## config.mk

```make
export PLATFORM = sky130hd
export DESIGN_NAME = esp8266_frame_encoder_flat
export DESIGN_NICKNAME = d
export VERILOG_FILES = /design/src/rtl/esp8266_frame_encoder_if.sv /design/src/rtl/esp8266_frame_encoder.sv /design/src/flat_wrapper.sv
export SDC_FILE = /design/constraint.sdc
export NUM_CORES = 1
export LEC_CHECK = 0
export CAP_MARGIN = 30
export CORE_MARGIN = 1.5
export CORE_UTILIZATION = 43
export DETAILED_ROUTE_END_ITERATION = 8
export PLACE_DENSITY = 0.65
export SLEW_MARGIN = 20
export SYNTH_ARGS = -nofsm -noshare
export SYNTH_HDL_FRONTEND = slang
export SYNTH_SLANG_ARGS = --single-unit
```

## constraint.sdc

```tcl
create_clock -name Clk -period 10.96 [get_ports Clk]
set_input_delay 1.096 -clock Clk [delete_from_list [all_inputs] [get_ports Clk]]
set_output_delay 1.096 -clock Clk [all_outputs]
set_load 0.01 [all_outputs]
```

## src/rtl/esp8266_frame_encoder_if.sv

```systemverilog
// esp8266_frame_encoder_if: valid/ready byte stream toward the UART transmitter
interface esp8266_frame_encoder_if;
  logic [7:0] tx_data;
  logic tx_valid;
  logic tx_ready;
  modport master (output tx_data, tx_valid, input tx_ready);
  modport slave (input tx_data, tx_valid, output tx_ready);
endinterface

```

## src/rtl/esp8266_frame_encoder.sv

```systemverilog
// esp8266_frame_encoder: snapshots tagged BCD channels and streams one m("tag","value")\r\n line per enabled channel
module esp8266_frame_encoder #(
  parameter int NCH = 4,
  parameter int INT_DIGITS = 2,
  parameter int FRAC_DIGITS = 1,
  parameter int PERIOD = 2000000,
  parameter int CNTW = 24
) (
  input  logic Clk,
  input  logic Rst_n,
  input  logic [8*NCH-1:0] ch_tag,
  input  logic [4*(INT_DIGITS+FRAC_DIGITS)*NCH-1:0] ch_bcd,
  input  logic [NCH-1:0] ch_en,
  input  logic start,
  esp8266_frame_encoder_if.master tx,
  output logic busy,
  output logic frame_done,
  output logic [15:0] frame_cnt
);
  localparam int D = INT_DIGITS + FRAC_DIGITS;
  localparam int DOT = FRAC_DIGITS > 0 ? 1 : 0;
  localparam int L = 11 + D + DOT;
  localparam int CHW = NCH > 1 ? $clog2(NCH) : 1;
  localparam int IW = $clog2(L);
  typedef enum logic [1:0] {IDLE, LOAD, SEND, DONE} state_t;
  state_t state_q, state_d;
  logic [CNTW-1:0] cnt_q, cnt_d;
  logic pend_q, pend_d;
  logic [8*NCH-1:0] tag_q, tag_d;
  logic [4*D*NCH-1:0] bcd_q, bcd_d;
  logic [NCH-1:0] en_q, en_d;
  logic [CHW-1:0] ch_q, ch_d, nxt_ch;
  logic [IW-1:0] idx_q, idx_d;
  logic [7:0] data_q, data_d;
  logic valid_q, valid_d, busy_q, busy_d, done_q, done_d;
  logic [15:0] fcnt_q, fcnt_d;
  logic wrap, req, nxt_ok;

  function automatic logic [7:0] digit(logic [3:0] n);
    return n > 4'd9 ? 8'h3F : {4'h3, n};
  endfunction

  // Lowest enabled channel at or above 'from'; MSB of the result flags that one exists.
  function automatic logic [CHW:0] next_en(logic [NCH-1:0] m, int from);
    logic [CHW:0] res;
    res = '0;
    for (int i = NCH - 1; i >= 0; i--)
      if (i >= from && m[i]) res = {1'b1, CHW'(i)};
    return res;
  endfunction

  // Byte 'idx' of the line for snapshot channel 'ch'; digits are taken MS nibble first.
  function automatic logic [7:0] line_byte(logic [CHW-1:0] ch, logic [IW-1:0] idx);
    int i, p, q, b;
    i = int'(idx);
    p = i - 7;
    q = p - INT_DIGITS - DOT;
    b = D * int'(ch) + D - 1;
    if (i < 7) return i == 0 ? "m" : i == 1 ? "(" : i == 3 ? tag_q[8*int'(ch) +: 8] : i == 5 ? "," : 8'h22;
    if (p < INT_DIGITS) return digit(bcd_q[4*(b-p) +: 4]);
    if (q < 0) return ".";
    if (q < FRAC_DIGITS) return digit(bcd_q[4*(b-INT_DIGITS-q) +: 4]);
    return q == FRAC_DIGITS ? 8'h22 : q == FRAC_DIGITS + 1 ? ")" : q == FRAC_DIGITS + 2 ? 8'h0D : 8'h0A;
  endfunction

  // Next-state: period counter, request coalescing, frame sequencing and registered outputs.
  always_comb begin
    wrap = cnt_q == CNTW'(PERIOD - 1);
    req = wrap | start;
    cnt_d = wrap ? '0 : cnt_q + 1'b1;
    {nxt_ok, nxt_ch} = next_en(en_q, int'(ch_q) + 1);
    state_d = state_q;
    pend_d = pend_q | req;
    tag_d = tag_q;
    bcd_d = bcd_q;
    en_d = en_q;
    ch_d = ch_q;
    idx_d = idx_q;
    data_d = data_q;
    valid_d = valid_q;
    busy_d = busy_q;
    done_d = 1'b0;
    fcnt_d = fcnt_q;
    case (state_q)
      IDLE: if (pend_q | req) begin
        state_d = LOAD;
        busy_d = 1'b1;
      end
      LOAD: begin
        tag_d = ch_tag;
        bcd_d = ch_bcd;
        en_d = ch_en;
        pend_d = req;
        {valid_d, ch_d} = next_en(ch_en, 0);
        state_d = valid_d ? SEND : IDLE;
        busy_d = valid_d;
        idx_d = '0;
        data_d = "m";
      end
      SEND: if (valid_q && tx.tx_ready) begin
        if (idx_q != IW'(L - 1)) begin
          idx_d = idx_q + 1'b1;
          data_d = line_byte(ch_q, idx_q + 1'b1);
        end else if (nxt_ok) begin
          ch_d = nxt_ch;
          idx_d = '0;
          data_d = "m";
        end else begin
          state_d = DONE;
          valid_d = 1'b0;
          done_d = 1'b1;
          fcnt_d = fcnt_q + 1'b1;
        end
      end
      DONE: begin
        busy_d = 1'b0;
        state_d = IDLE;
      end
      default: state_d = IDLE;
    endcase
  end

  // State register; reset abandons any frame in flight.
  always_ff @(posedge Clk or negedge Rst_n)
    if (!Rst_n) begin
      state_q <= IDLE;
      cnt_q <= '0;
      pend_q <= 1'b0;
      tag_q <= '0;
      bcd_q <= '0;
      en_q <= '0;
      ch_q <= '0;
      idx_q <= '0;
      data_q <= '0;
      valid_q <= 1'b0;
      busy_q <= 1'b0;
      done_q <= 1'b0;
      fcnt_q <= '0;
    end else begin
      state_q <= state_d;
      cnt_q <= cnt_d;
      pend_q <= pend_d;
      tag_q <= tag_d;
      bcd_q <= bcd_d;
      en_q <= en_d;
      ch_q <= ch_d;
      idx_q <= idx_d;
      data_q <= data_d;
      valid_q <= valid_d;
      busy_q <= busy_d;
      done_q <= done_d;
      fcnt_q <= fcnt_d;
    end

  assign tx.tx_data = data_q;
  assign tx.tx_valid = valid_q;
  assign busy = busy_q;
  assign frame_done = done_q;
  assign frame_cnt = fcnt_q;
endmodule
```

## src/flat_wrapper.sv

```systemverilog
// flat-port wrapper written by rule: the top's interface ports become plain ports
module esp8266_frame_encoder_flat 
#(
  parameter int NCH = 4,
  parameter int INT_DIGITS = 2,
  parameter int FRAC_DIGITS = 1,
  parameter int PERIOD = 2000000,
  parameter int CNTW = 24
)
  (Clk, Rst_n, ch_tag, ch_bcd, ch_en, start, busy, frame_done, frame_cnt, tx_tx_data, tx_tx_valid, tx_tx_ready);
  esp8266_frame_encoder_if tx_i ();
  input  logic Clk;
  input  logic Rst_n;
  input  logic [8*NCH-1:0] ch_tag;
  input  logic [4*(INT_DIGITS+FRAC_DIGITS)*NCH-1:0] ch_bcd;
  input  logic [NCH-1:0] ch_en;
  input  logic start;
  output logic busy;
  output logic frame_done;
  output logic [15:0] frame_cnt;
  output wire logic [$bits(tx_i.tx_data)-1:0] tx_tx_data;
  output wire logic [$bits(tx_i.tx_valid)-1:0] tx_tx_valid;
  input wire logic [$bits(tx_i.tx_ready)-1:0] tx_tx_ready;
  assign tx_tx_data = tx_i.tx_data;
  assign tx_tx_valid = tx_i.tx_valid;
  assign tx_i.tx_ready = tx_tx_ready;
  esp8266_frame_encoder #(.NCH(NCH), .INT_DIGITS(INT_DIGITS), .FRAC_DIGITS(FRAC_DIGITS), .PERIOD(PERIOD), .CNTW(CNTW)) u_core (.Clk(Clk), .Rst_n(Rst_n), .ch_tag(ch_tag), .ch_bcd(ch_bcd), .ch_en(ch_en), .start(start), .tx(tx_i), .busy(busy), .frame_done(frame_done), .frame_cnt(frame_cnt));
endmodule
```

==> run summary <==
number of global-route vias before repair: 6149
Max-slew headroom: 37.4%
status: complete, no violations
period utilisation layout: 50.3%
1st-iter DRT viols: 350
final cell count without fillers: 1120
post-CTS resize count: 0
largest fanout on the critical path: 19
CP endpoint kind: register
Hold Crit Endpoint: u_core.cnt_q[4]
Peak Freq: 181 MHz
chip width: 143 microns
pin count of the biggest net entering global routing: 75
unrepaired setup endpoints after global routing: no
minimum clock period: 5.51 ns
Post-Syn Instances: 732
reg2reg path depth: 17
FFs w/ async S/R, synth: 100%
Seq/Total Area, Yosys: 42.6%
core area: 0.0194 sq mm
EDFF count, synth: 0
Power Total: 0.00349 W
kind of critical path: reg -> reg
reg2reg setup slack: 5.45 ns
CTS Root Cell: clkbuf_16
grt ovf: 0
share of post-route cells with drive strength above 1: 20.8%
Vias: 5979
routed wire length: 19400 microns
Final Max Tran Viols: 0
wire per inst: 17.4 microns
Worst EP required: 11.29 ns
Pleak: 4.36 nW
Syn Std Cell Area: 0.00846 sq mm
Critical Path Source Type: register
antenna cells: 0
Final Hold Fails: 0
worst slew pin tran: 0.935 ns
initial antenna violation count: 0
Syn Nets: 867
RR Startpoint: u_core.idx_q[0]
final clock skew: 0.00855 ns
yosys synthesis warning count: 0
H-tree levels: 4
CTS tree: yes
DRC viols: 0
Rows: 51
Yosys cell types: 79
CTS clk-pin slew, worst paths: 0.06 ns
synth-to-layout area growth: 24.1%
die area: 0.0205 sq mm
RR Endpoint: u_core.tx.tx_data[2]
final setup violation count: 0
setup_tns: 0 ns
Initial Util: 43.6%
hold_buf cts: 0
dpl cells: 1087
hold path depth: 1
clk_lat worst skew: 0.42 ns
first-pass GRT wire length: 31900 microns
Power Dens Cells: 332 mW/mm^2
CTS buffer count: 17
max-cap violation count: 0
setup bufs post-CTS: 0
first-pass detailed-route iteration total: 4
# IOs: 115
syn_area_per_cell: 11.6 sq um
die height: 143 microns
IO buf count: 114
final net count: 977
gp weighted congestion: 0.849
Seq cells post-synth: 144
dpl hpwl: 14400 microns
Main synth FF type: dfrtp_1
# clock sinks: 144
Hold Crit Class: reg -> reg
hold_sp: u_core.cnt_q[4]
number of vias per cell: 5.34
Worst IR Drop VDD: 257 uV
worst path arrival time: 5.84 ns
Final ANT Viol Nets: 0
gr usage total: 20.4%
CTS Buffer Depth: 2
-- metal layers --
layer | global-route usage (%) | up-vias | routed length, microns
li1 | - | 2898 | -
met3 | 4.26 | 13 | 622
met5 | 0 | - | 0
met2 | 33.2 | 104 | 9470
met1 | 27.4 | 2964 | 9110
met4 | 6.18 | 0 | 242
-- worst max-delay path, stage by stage (launching register included) --
cell and delay (ns):
dfrtp_1 0.72, inv_1 0.26, ha_1 0.43, nor2b_1 0.23, nor2_1 0.31, inv_1 0.11
ha_1 0.22, a31oi_1 0.68, ha_1 0.37, or4_1 0.52, nor2_1 0.11, nand4_1 0.16
nor2_1 0.23, and2_1 0.16, ha_1 0.31, o311ai_0 0.38, a41oi_1 0.08, nor3_1 0.18
-- state kept, by name (all words and copies together), names as in the netlist, 2 cells and up, named ones only --
name	count
u_core.bcd_q	48
u_core.ch_q	2
u_core.cnt_q	24
u_core.en_q	4
u_core.frame_cnt	16
u_core.idx_q	4
u_core.tag_q	32
u_core.tx.tx_data	8
-- layout by cell type, fill, tap and decap left out, types with 4 or more instances in the layout --
cell	n
a21o_1	5
a21oi_1	21
a22oi_1	6
a31oi_1	6
and2_1	4
and3_1	11
clkbuf_16	17
clkdlybuf4s50_1	113
dfrtp_1	144
ha_1	44
inv_1	27
mux2_2	87
mux2i_1	6
mux4_2	32
nand2_1	52
nand2b_1	5
nand3_1	24
nand4_1	8
nor2_1	53
nor2b_1	10
nor3_1	12
o211ai_1	5
o21ai_0	26
xnor2_1	26
xor2_1	19
-- cells in the mapped netlist, drive strengths merged, types with 10 or more instances --
cell | count | area, sq um
a21oi | 23 | 123
and3 | 13 | 87.6
buf | 13 | 68.8
clkbuf | 14 | 52.6
dfrtp | 144 | 3600
ha | 45 | 563
inv | 27 | 101
mux2 | 88 | 995
mux4 | 32 | 721
nand2 | 52 | 195
nand3 | 24 | 120
nor2 | 54 | 205
nor2b | 10 | 62.6
nor3 | 13 | 70.1
o21ai | 27 | 135
xnor2 | 27 | 244
xor2 | 20 | 194
-- power by group --
group          internal [W]  switching [W]
Sequential         0.000713       0.000135
Clock              0.000377       0.000228
Combinational      0.000967        0.00107
Total               0.00206        0.00143
-- how the worst max path moves through the flow --
stage                         start                    to  slack, ns  cells after the start
floorplan           u_core.idx_q[0]  u_core.tx.tx_data[2]       6.19                     18
global placement    u_core.idx_q[0]  u_core.tx.tx_data[2]       5.63                     17
detailed placement  u_core.idx_q[0]  u_core.tx.tx_data[2]       5.49                     17
CTS                 u_core.idx_q[0]  u_core.tx.tx_data[2]       5.49                     17
global route        u_core.idx_q[0]  u_core.tx.tx_data[2]       5.05                     17
finish              u_core.idx_q[0]  u_core.tx.tx_data[2]       5.45                     17
-- per-stage QoR --
stage / worst slack [ns] / hold slack (ns) / utilization [%] / instance area [sq um]
final: 5.45 / 0.469 / 54.1 / 10500
after global routing: 5.05 / 0.490 / 54.1 / 10500
after global placement: 5.63 / 0.456 / 50.8 / 9850
after CTS: 5.49 / 0.470 / 54.0 / 10500
after floorplan: 6.19 / 0.438 / - / 8460
after detailed placement: 5.49 / 0.457 / 50.8 / 9850
-- final cells by class --
class,count,area [sq um]
Tap cell,265,332
Sequential cell,144,3600
Clock buffer,20,467
Inverter,27,101
Multi-Input combinational cell,534,4650
Timing Repair Buffer,118,1190
Fill cell,1739,8900
Clock inverter,12,155
-- logic make-up after synthesis --
family	share of synthesized area, %
adders and majority gates	7.13
AOI/OAI and AO/OA	9.09
and+or+nand+nor	12.1
muxes	21.0
xor gates and xnor gates	5.46
buffers and inverters	2.63
DFF	42.6
No activity file was read; power rests on OpenSTA's default activity.
